File: src/rtl/keypad_pkg.sv
// Shared definitions for the 4x4 keypad emulator and the matching scanner.
// Holds the key layout, the state encoding and the bounce LFSR step function.
package keypad_pkg;

  typedef enum logic [2:0] {
    IDLE,
    PRESS_BOUNCE,
    HOLD,
    RELEASE_BOUNCE,
    GAP
  } emu_state_t;

  // Row-major layout, index = row*4 + col.
  localparam logic [3:0] KEY_MAP [16] = '{
    4'h1, 4'h2, 4'h3, 4'hA,
    4'h4, 4'h5, 4'h6, 4'hB,
    4'h7, 4'h8, 4'h9, 4'hC,
    4'hE, 4'h0, 4'hF, 4'hD
  };

  // Returns {row[1:0], col[1:0]} of the switch that produces the given hex code.
  function automatic logic [3:0] key_to_rc(input logic [3:0] code);
    logic [3:0] rc;
    rc = '0;
    for (int i = 0; i < 16; i++) begin
      if (KEY_MAP[i] == code) begin
        rc = 4'(i);
      end
    end
    return rc;
  endfunction

  // Fibonacci step for x^8 + x^6 + x^5 + x^4 + 1.
  function automatic logic [7:0] lfsr_step(input logic [7:0] q);
    return {q[6:0], q[7] ^ q[5] ^ q[4] ^ q[3]};
  endfunction

endpackage

File: src/rtl/keypad_emulator_lfsr.sv
// 8-bit pseudo-random chatter source for contact bounce.
// Advances one step per enabled cycle; an all-zero seed would lock up, so it becomes 1.
module bounce_lfsr
  import keypad_pkg::*;
(
  input  logic       clk,
  input  logic       rst,
  input  logic       en,
  input  logic [7:0] seed,
  output logic       rnd
);

  logic [7:0] q;
  logic [7:0] seed_safe;

  assign seed_safe = (seed == 8'h00) ? 8'h01 : seed;

  always_ff @(posedge clk) begin
    if (rst) begin
      q <= seed_safe;
    end else if (en) begin
      q <= lfsr_step(q);
    end
  end

  assign rnd = q[0];

endmodule

File: src/rtl/keypad_emulator.sv
// Switch-matrix side of a 4x4 keypad: accepts a hex key and closes that switch
// through a press-bounce / hold / release-bounce / gap profile.
module keypad_emulator
  import keypad_pkg::*;
#(
  parameter int         BOUNCE_CYCLES = 64,
  parameter int         HOLD_CYCLES   = 2000,
  parameter int         GAP_CYCLES    = 500,
  parameter logic [7:0] LFSR_SEED     = 8'hA5
) (
  input  logic       clk,
  input  logic       rst,
  input  logic       key_valid,
  input  logic [3:0] key_code,
  output logic       key_ready,
  input  logic       bounce_en,
  input  logic [3:0] col_keys,
  output logic [3:0] row_keys,
  output logic       busy,
  output logic       done
);

  localparam int BOUNCE_LEN = (BOUNCE_CYCLES < 1) ? 1 : BOUNCE_CYCLES;
  localparam int HOLD_LEN   = (HOLD_CYCLES   < 1) ? 1 : HOLD_CYCLES;
  localparam int GAP_LEN    = (GAP_CYCLES    < 1) ? 1 : GAP_CYCLES;
  localparam int MAX_LEN    = (BOUNCE_LEN > HOLD_LEN)
                              ? ((BOUNCE_LEN > GAP_LEN) ? BOUNCE_LEN : GAP_LEN)
                              : ((HOLD_LEN > GAP_LEN) ? HOLD_LEN : GAP_LEN);
  localparam int CNT_W      = $clog2(MAX_LEN + 1);

  localparam logic [CNT_W-1:0] BOUNCE_LOAD = CNT_W'(BOUNCE_LEN - 1);
  localparam logic [CNT_W-1:0] HOLD_LOAD   = CNT_W'(HOLD_LEN - 1);
  localparam logic [CNT_W-1:0] GAP_LOAD    = CNT_W'(GAP_LEN - 1);
  localparam logic [CNT_W-1:0] CNT_ONE     = CNT_W'(1);

  emu_state_t       state, state_next;
  logic [CNT_W-1:0] cnt, cnt_next;
  logic [1:0]       row_sel, col_sel;
  logic             contact, contact_next;
  logic             accept;
  logic             lfsr_en;
  logic             rnd;
  logic [3:0]       rc;

  assign key_ready = (state == IDLE);
  assign busy      = (state != IDLE);
  assign done      = (state == GAP) && (cnt == '0);
  assign accept    = key_valid && key_ready;
  assign rc        = key_to_rc(key_code);

  bounce_lfsr u_lfsr (
    .clk  (clk),
    .rst  (rst),
    .en   (lfsr_en),
    .seed (LFSR_SEED),
    .rnd  (rnd)
  );

  always_ff @(posedge clk) begin
    if (rst) begin
      state   <= IDLE;
      cnt     <= '0;
      contact <= 1'b0;
      row_sel <= 2'd0;
      col_sel <= 2'd0;
    end else begin
      state   <= state_next;
      cnt     <= cnt_next;
      contact <= contact_next;
      if (accept) begin
        row_sel <= rc[3:2];
        col_sel <= rc[1:0];
      end
    end
  end

  // Sequencing: each phase loads its length-1 and leaves on the cycle the counter reads zero.
  always_comb begin
    state_next = state;
    cnt_next   = cnt;
    case (state)
      IDLE: begin
        if (accept) begin
          state_next = PRESS_BOUNCE;
          cnt_next   = BOUNCE_LOAD;
        end
      end
      PRESS_BOUNCE: begin
        if (cnt == '0) begin
          state_next = HOLD;
          cnt_next   = HOLD_LOAD;
        end else begin
          cnt_next = cnt - CNT_ONE;
        end
      end
      HOLD: begin
        if (cnt == '0) begin
          state_next = RELEASE_BOUNCE;
          cnt_next   = BOUNCE_LOAD;
        end else begin
          cnt_next = cnt - CNT_ONE;
        end
      end
      RELEASE_BOUNCE: begin
        if (cnt == '0) begin
          state_next = GAP;
          cnt_next   = GAP_LOAD;
        end else begin
          cnt_next = cnt - CNT_ONE;
        end
      end
      GAP: begin
        if (cnt == '0) begin
          state_next = IDLE;
        end else begin
          cnt_next = cnt - CNT_ONE;
        end
      end
      default: begin
        state_next = IDLE;
        cnt_next   = '0;
      end
    endcase
  end

  // Contact is registered for the upcoming cycle; every bounce cycle consumes one LFSR bit,
  // and the last cycle of each bounce phase settles to the phase's final level.
  always_comb begin
    contact_next = 1'b0;
    lfsr_en      = 1'b0;
    case (state_next)
      PRESS_BOUNCE: begin
        lfsr_en      = 1'b1;
        contact_next = (cnt_next == '0) || !bounce_en || rnd;
      end
      HOLD: begin
        contact_next = 1'b1;
      end
      RELEASE_BOUNCE: begin
        lfsr_en      = 1'b1;
        contact_next = (cnt_next != '0) && bounce_en && rnd;
      end
      default: begin
        contact_next = 1'b0;
      end
    endcase
  end

  // Real switch behaviour: the selected row follows the scanner's column drive with no delay.
  always_comb begin
    row_keys = 4'b0000;
    if (contact && col_keys[col_sel]) begin
      row_keys[row_sel] = 1'b1;
    end
  end

endmodule

File: config.mk
export PLATFORM = sky130hd
export DESIGN_NAME = keypad_emulator
export DESIGN_NICKNAME = d
export VERILOG_FILES = /design/src/rtl/keypad_pkg.sv /design/src/rtl/keypad_emulator_lfsr.sv /design/src/rtl/keypad_emulator.sv
export SDC_FILE = /design/constraint.sdc
export NUM_CORES = 1
export LEC_CHECK = 0
export CAP_MARGIN = 20
export CORE_MARGIN = 2
export CORE_UTILIZATION = 50
export DETAILED_ROUTE_END_ITERATION = 12
export PLACE_DENSITY = 0.71
export SYNTH_ARGS = -nofsm -noshare
export SYNTH_HDL_FRONTEND = slang
export SYNTH_SLANG_ARGS = --single-unit
File: constraint.sdc
create_clock -name clk -period 3.3 [get_ports clk]
set_input_delay 0.825 -clock clk [delete_from_list [all_inputs] [get_ports clk]]
set_output_delay 0.825 -clock clk [all_outputs]
set_load 0.05 [all_outputs]
Word-level counts from Yosys, hierarchy flattened:

Cells that the tools add are included.

* register bits after elaboration: 27
* input bits: 12
* output and inout port bits: 7
* word-level logic and storage cells: 84

* reduce and logical (&&, ||, !) cells: 16
* bitwise gates (word level): 3
* equality and inequality tests: 21
* muxes and demuxes: 34
* $lt $le $gt $ge: 3
* $add $sub $neg: 1

Operators with widths (number)
* 4-bit 2-to-1 mux: 14
* 11-bit 2-to-1 mux: 5
* 11-bit case mux with 5 select lines: 1
* 4-bit == test, first input constant: 8
* 11-bit logical NOT: 2
* 3-bit by 4-bit == test with 1-bit output, first input constant: 4
* 3-bit 2-to-1 mux: 5
* 3-bit case mux with 5 select lines: 1
* 3-bit by 2-bit == test with 1-bit output, second input constant: 4
* 11-bit nonzero test: 1
* 11-bit by 1-bit subtractor with 11-bit output, second input constant: 1
* 2-bit by 4-bit == test with 1-bit output, first input constant: 2
* 3-bit by 1-bit == test with 1-bit output, second input constant: 2
* 1-bit logical AND: 6
* 2-bit by 3-bit < comparator with 1-bit output, second input constant: 2
* 4-bit logical NOT: 1
* 1-bit 2-to-1 mux: 4
* 3-bit == test, second input constant: 1
* 3-bit logical NOT: 1
* 1-bit case mux with 3 select lines: 1
* 3-bit nonzero test: 1
* 1-bit bitwise XOR: 3
* 1-bit binary-select mux with 2-bit select: 1
* 1-bit demux with 2-bit select: 1
* 5 further kinds: 6

Longest topological paths before layout:

Gate-level depths: netlist (run 1).

* depth in word-level cells: 16
* depth in mapped cells: 14
* gate-level depth less buffers: 13

Cells and area by module:

A second synthesis (run 1) with hierarchy kept.

* cells, all modules: 225
* area, all modules: 1929.4 um2

Modules (own cells, without submodules)
* keypad_emulator: cells each 201, instances 1, area each 1546.5 um2
* bounce_lfsr: cells each 24, instances 1, area each 382.9 um2

Worst setup path after synthesis (run 1):

No wires, ideal clock.

* path kind: input port to output port
* start: input port col_keys[1]
* end: output port row_keys[2]
* cell stages on the path: 3
* data required time: 2.475 ns
* arrival: 2.294 ns
* path slack: 0.181 ns
* path through: mux4_2 > nand2_1 > nor3b_1

* word-level cells in the longest chain between the ends: 4

Ends and longest elaborated chain
* start, declared: line keypad_emulator.sv:17 `input logic [3:0] col_keys,`
* 1-bit binary-select mux with 2-bit select: line keypad_emulator.sv:152 `if (contact && col_keys[col_sel]) begin`
* 1-bit 2-to-1 mux (not written as such): line keypad_emulator.sv:152
* 1-bit logical AND: line keypad_emulator.sv:152
* 4-bit 2-to-1 mux: line keypad_emulator.sv:152
* end, declared: line keypad_emulator.sv:18 `output logic [3:0] row_keys,`

No other way between the ends. The select of a mux whose other input is x is not followed.

Worst setup path after layout (run 1):

* start: register cnt[1]
* end: register contact

* word-level cells in the longest chain between the ends: 7
* elaborated cells between the ends (all ways): 23
* classes of those cells: 1 x add/sub; 3 x eq/ne; 12 x mux; 7 x reduce/logical

Ends and longest elaborated chain
* start, declared: line keypad_emulator.sv:37 `logic [CNT_W-1:0] cnt, cnt_next;`
* start signal, assigned: line keypad_emulator.sv:68 `cnt <= cnt_next;`
* 11-bit by 1-bit subtractor with 11-bit output or 11-bit logical NOT (tied branches)
* 11-bit 2-to-1 mux, on equally long branches
* 11-bit case mux with 5 select lines: line keypad_emulator.sv:81 `case (state)`
* 11-bit nonzero test or 11-bit logical NOT (tied branches): line keypad_emulator.sv:141, keypad_emulator.sv:134
* 1-bit logical AND or 1-bit logical OR (tied branches) (2 in series): line keypad_emulator.sv:141, keypad_emulator.sv:134
* 1-bit case mux with 3 select lines (*): line keypad_emulator.sv:131 `case (state_next)`
* end signal, assigned: line keypad_emulator.sv:69 `contact <= contact_next;`
* end, declared: line keypad_emulator.sv:39 `logic contact, contact_next;`

Every way passes the cells marked *; elsewhere a longest branch is shown, timed or not.
A chain may end at the register's enable or synchronous reset.

==> results of run 1 <==
-- critical path, delay by kind of cell (launching register included) --
| kind | cells | cell delay, ns |
|---|---|---|
| AOI/OAI and AO/OA | 2 | 0.65 |
| adders and majority gates | 1 | 0.16 |
| DFF | 1 | 0.35 |
| and+or+nand+nor | 4 | 1.14 |
| buffers and inverters | 2 | 0.30 |
| muxes | 1 | 0.34 |
-- sequential cells by signal, indices dropped and copies added, names as in the netlist --
signal	count
cnt	11
col_sel	2
contact	1
row_sel	2
state	3
u_lfsr.q	8
-- cells in the mapped netlist (6+ instances only) --
cell type and number:
sky130_fd_sc_hd__nor3_1 11, sky130_fd_sc_hd__a21oi_1 9, sky130_fd_sc_hd__nor4_1 7, sky130_fd_sc_hd__nor2_1 29, sky130_fd_sc_hd__inv_1 8, sky130_fd_sc_hd__nor2b_1 10, sky130_fd_sc_hd__nand2_1 15, sky130_fd_sc_hd__nor3b_1 6
sky130_fd_sc_hd__xnor2_1 6, sky130_fd_sc_hd__o21ai_0 11, sky130_fd_sc_hd__clkbuf_1 10, sky130_fd_sc_hd__dfxtp_1 27, sky130_fd_sc_hd__nand3_1 6
-- metrics by stage --
| step | power (mW) | hold slack (ns) |
|---|---|---|
| 2_1_floorplan | 0.715 | 0.435 |
| 3_3_place_gp | 0.829 | 0.447 |
| 3_5_place_dp | 0.828 | 0.451 |
| 4_1_cts | 1.03 | 0.475 |
| 5_1_grt | 1.10 | 0.497 |
| 6_report | 1.03 | 0.474 |
-- final timing paths --
check,cells after the start,start,slack [ns],endpoint
worst max-delay path,10,cnt[1]$_SDFF_PP0_,0.25,contact$_SDFF_PP0_
worst min-delay path,1,u_lfsr.q[6]$_SDFFE_PP0P_,0.47,u_lfsr.q[7]$_SDFFE_PP1P_
worst min register to register,1,u_lfsr.q[6]$_SDFFE_PP0P_,0.47,u_lfsr.q[7]$_SDFFE_PP1P_
worst max register to register,10,cnt[1]$_SDFF_PP0_,0.25,contact$_SDFF_PP0_
-- repair_timing --
| action | 4_1_cts | 5_1_grt |
|---|---|---|
| setup endpoints to repair | 0 | 1 |
| buffers inserted | 0 | 0 |
| gates resized for setup | 0 | 1 |
| endpoints found under the hold margin | 0 | 0 |
-- per-layer routing --
layer	vias up	share of wire [%]	GRT usage [%]
met5	-	0	0
met4	0	0.74	5.21
met3	8	10	5.99
met2	95	44	36.5
met1	891	45	33.1
li1	944	-	-
-- layout make-up --
class	instances	area [um2]	share of cell area [%]
Clock buffer	3	41.3	1.84
Multi-Input combinational cell	191	1260	56.1
Clock inverter	1	7.51	0.334
Inverter	9	33.8	1.50
Timing Repair Buffer	31	303	13.5
Sequential cell	27	541	24.0
Tap cell	48	60.1	2.67
-- cells by family (layout without fill, tap and decap cells) --
logic type	count (synthesis)	count (layout)	synth area share, %
AO/OA/AOI/OAI	66	66	24.9
XOR/XNOR	8	8	3.69
adder cells (fa/ha/maj)	4	4	2.51
buffers and inverters	25	44	5.54
flip-flops	27	27	28.5
multiplexers	7	7	4.42
AND/OR/NAND/NOR	106	106	30.4
-- report_power, final --
| part | switching [mW] | internal, mW |
|---|---|---|
| clock network | 0.113 | 0.0858 |
| logic | 0.247 | 0.180 |
| registers | 0.0392 | 0.366 |
| total | 0.399 | 0.632 |
==> tab_implementation.tex, run 1 <==
\begin{tabular}{lr}
\hline
Metric & Value \\
\hline
\multicolumn{2}{l}{\textbf{Outcome}} \\
\quad Outcome & finished clean \\
\multicolumn{2}{l}{\textbf{Clock network}} \\
\quad CTS clk-pin slew, worst paths & 0.10 ns \\
\quad Number of buffers added by the clock tree synthesis step & 3 \\
\quad Clock tree from TritonCTS & built \\
\quad Cell at the root of the clock tree & sky130\_fd\_sc\_hd\_\_clkbuf\_8 \\
\quad Buffers from clock root to sink, at most & 2 \\
\quad CTS HTree Levels & 1 \\
\quad Hold bufs inserted after CTS & 0 \\
\quad Worst-skew pair later-pin latency & 0.28 ns \\
\quad Total number of clock tree sinks & 27 \\
\multicolumn{2}{l}{\textbf{Logic synthesis}} \\
\quad Post-Syn Area & 1900 um2 \\
\quad Total nets after synthesis & 258 \\
\quad Number of distinct library cells after synthesis & 60 \\
\quad Share of flip-flops with an asynchronous set or reset after synthesis & 0\% \\
\quad Library cell occupying the most area in the post-synthesis netlist & sky130\_fd\_sc\_hd\_\_dfxtp\_1 \\
\quad Gate count after technology mapping & around 240 \\
\quad Yosys warns & 0 \\
\quad Sequential element share of the synthesized area & 28.5\% \\
\quad Main area contributors after synthesis & sky130\_fd\_sc\_hd\_\_dfxtp\_1, sky130\_fd\_sc\_hd\_\_nor2\_1, sky130\_fd\_sc\_hd\_\_nor2b\_1, sky130\_fd\_sc\_hd\_\_nand2\_1, sky130\_fd\_sc\_hd\_\_nor3\_1 \\
\quad Flip-flop and latch count after synthesis & 27 \\
\quad Number of synthesized flops with an enable pin & 0 \\
\quad Dominant synthesized flop cell & sky130\_fd\_sc\_hd\_\_dfxtp\_1 \\
\quad Mean instance size in the synthesized netlist & $\sim$8 um2 \\
\quad Proportion of netlist area held by the largest area contributor & between 20\% and 30\% \\
\multicolumn{2}{l}{\textbf{Die}} \\
\quad Number of I/O pins & 19 \\
\quad FP Rows & 22 \\
\quad Die boundary width & 65.6 um \\
\quad Floorplan die area & $\sim$4300 um2 \\
\quad Die Ht & 65.6 um \\
\quad Initial core utilization & 51.8\% \\
\quad Core region area & $\sim$3700 um2 \\
\multicolumn{2}{l}{\textbf{GRT}} \\
\quad Maximum number of pins on one net before global-route repair & 24 \\
\quad Sum of overflow across all layers after global routing & 0 \\
\quad Antenna violations before repair & 0 \\
\quad Via count of the first global-routing pass & 1751 \\
\quad Global-route wire length before repair & 8060 um \\
\quad GRT Overall Usage & a little under a quarter \\
\multicolumn{2}{l}{\textbf{Placement}} \\
\quad Cell total after placement & 306 \\
\quad HPWL Detailed & 3520 um \\
\quad Placer congestion estimate & about 1.0 \\
\quad Count of input and output buffers & 18 \\
\quad Standard cell area after detailed placement & 2190 um2 \\
\quad Dpl ws & 0.227 ns \\
\multicolumn{2}{l}{\textbf{Routing}} \\
\quad Number of design rule violations left after detail routing & 0 \\
\quad Total number of vias & 1938 \\
\quad WL/cell & 15.7 um \\
\quad TritonRoute pass-1 iters & 6 \\
\quad Count of nets left with antenna violations after detail routing & 0 \\
\quad Per-cell via count in the routed design & 6.25 \\
\quad Final WL & between 4000 and 5000 um \\
\quad First DRT Iteration DRCs & 208 \\
\multicolumn{2}{l}{\textbf{Timing}} \\
\quad Hold Vio Cnt, Final & 0 \\
\quad Minimum clock period & 3.05 ns \\
\quad Setup-failing EPs final & 0 \\
\quad Crit path setup slack, layout & 0.250 ns \\
\quad Maximum clock frequency & 0.328 GHz \\
\quad Clk\_skew & 0.00530 ns \\
\quad Transition at the pin with the smallest max-transition slack & 0.832 ns \\
\quad Max-slew violations & 0 \\
\quad Accumulated negative setup slack & 0 ns \\
\quad Final worst path period share & 92.4\% \\
\quad Setup repair after global routing missed its margin & no \\
\quad Worst slew margin relative to its limit & between 40 and 50\% \\
\multicolumn{2}{l}{\textbf{Critical path}} \\
\quad Largest stage delay on the critical path & 0.50 ns \\
\quad Launching element type of the critical path & flop \\
\quad Arrival @ worst endpoint & approximately 3.2 ns \\
\quad Master of the slowest instance on the critical path & sky130\_fd\_sc\_hd\_\_or4b\_1 \\
\quad Critical path endpoint category & flop \\
\quad Data required, critical path & approximately 3.5 ns \\
\quad Setup CP Type & reg -> reg \\
\quad Top fanout value on the critical path & 6 \\
\quad Critical Path, Cell by Cell & inv\_1, ha\_1, or4b\_1, buf\_4, o32ai\_2, a32oi\_1, nor4\_2, nand4\_1, nor3\_2, mux2\_1 \\
\multicolumn{2}{l}{\textbf{Layout}} \\
\quad Count of filler cells inserted in the layout & about 330 \\
\quad Total inserted antenna cells & 0 \\
\quad Area growth from synthesis to layout & 18.5\% \\
\quad Layout Cell Area excl Fill & 2250 um2 \\
\quad Number of nets in the layout & 278 \\
\quad Post-route insts no fill & 310 \\
\quad Final core utilization & 61.4\% \\
\quad Commonest non-fill, non-tap cell in the layout & sky130\_fd\_sc\_hd\_\_nor2\_1 \\
\quad Top library cells by usage in the layout, fill and taps aside & sky130\_fd\_sc\_hd\_\_nor2\_1, sky130\_fd\_sc\_hd\_\_dfxtp\_1, sky130\_fd\_sc\_hd\_\_nand2\_1, sky130\_fd\_sc\_hd\_\_buf\_4, sky130\_fd\_sc\_hd\_\_clkdlybuf4s50\_1 \\
\quad Layout cell share with drive strength beyond 1 & 12.2\% \\
\multicolumn{2}{l}{\textbf{Worst hold path}} \\
\quad Type of the tightest min-delay check & reg -> reg \\
\multicolumn{2}{l}{\textbf{Pwr}} \\
\quad IR Drop Worst-Case VDD & 373 uV \\
\quad Leakage & 0.832 nW \\
\quad Total power per unit cell area & 458 nW/um2 \\
\multicolumn{2}{l}{\textbf{Job}} \\
\quad Max capacitance violation total & 0 \\
\hline
\end{tabular}
(Power assumes the default switching activity.)
==> run 2: changes to the inputs <==
- CAP_MARGIN: 20 -> unset
==> results of run 2 <==
The final DEF is identical to that of run 1; final timing and power are the same.
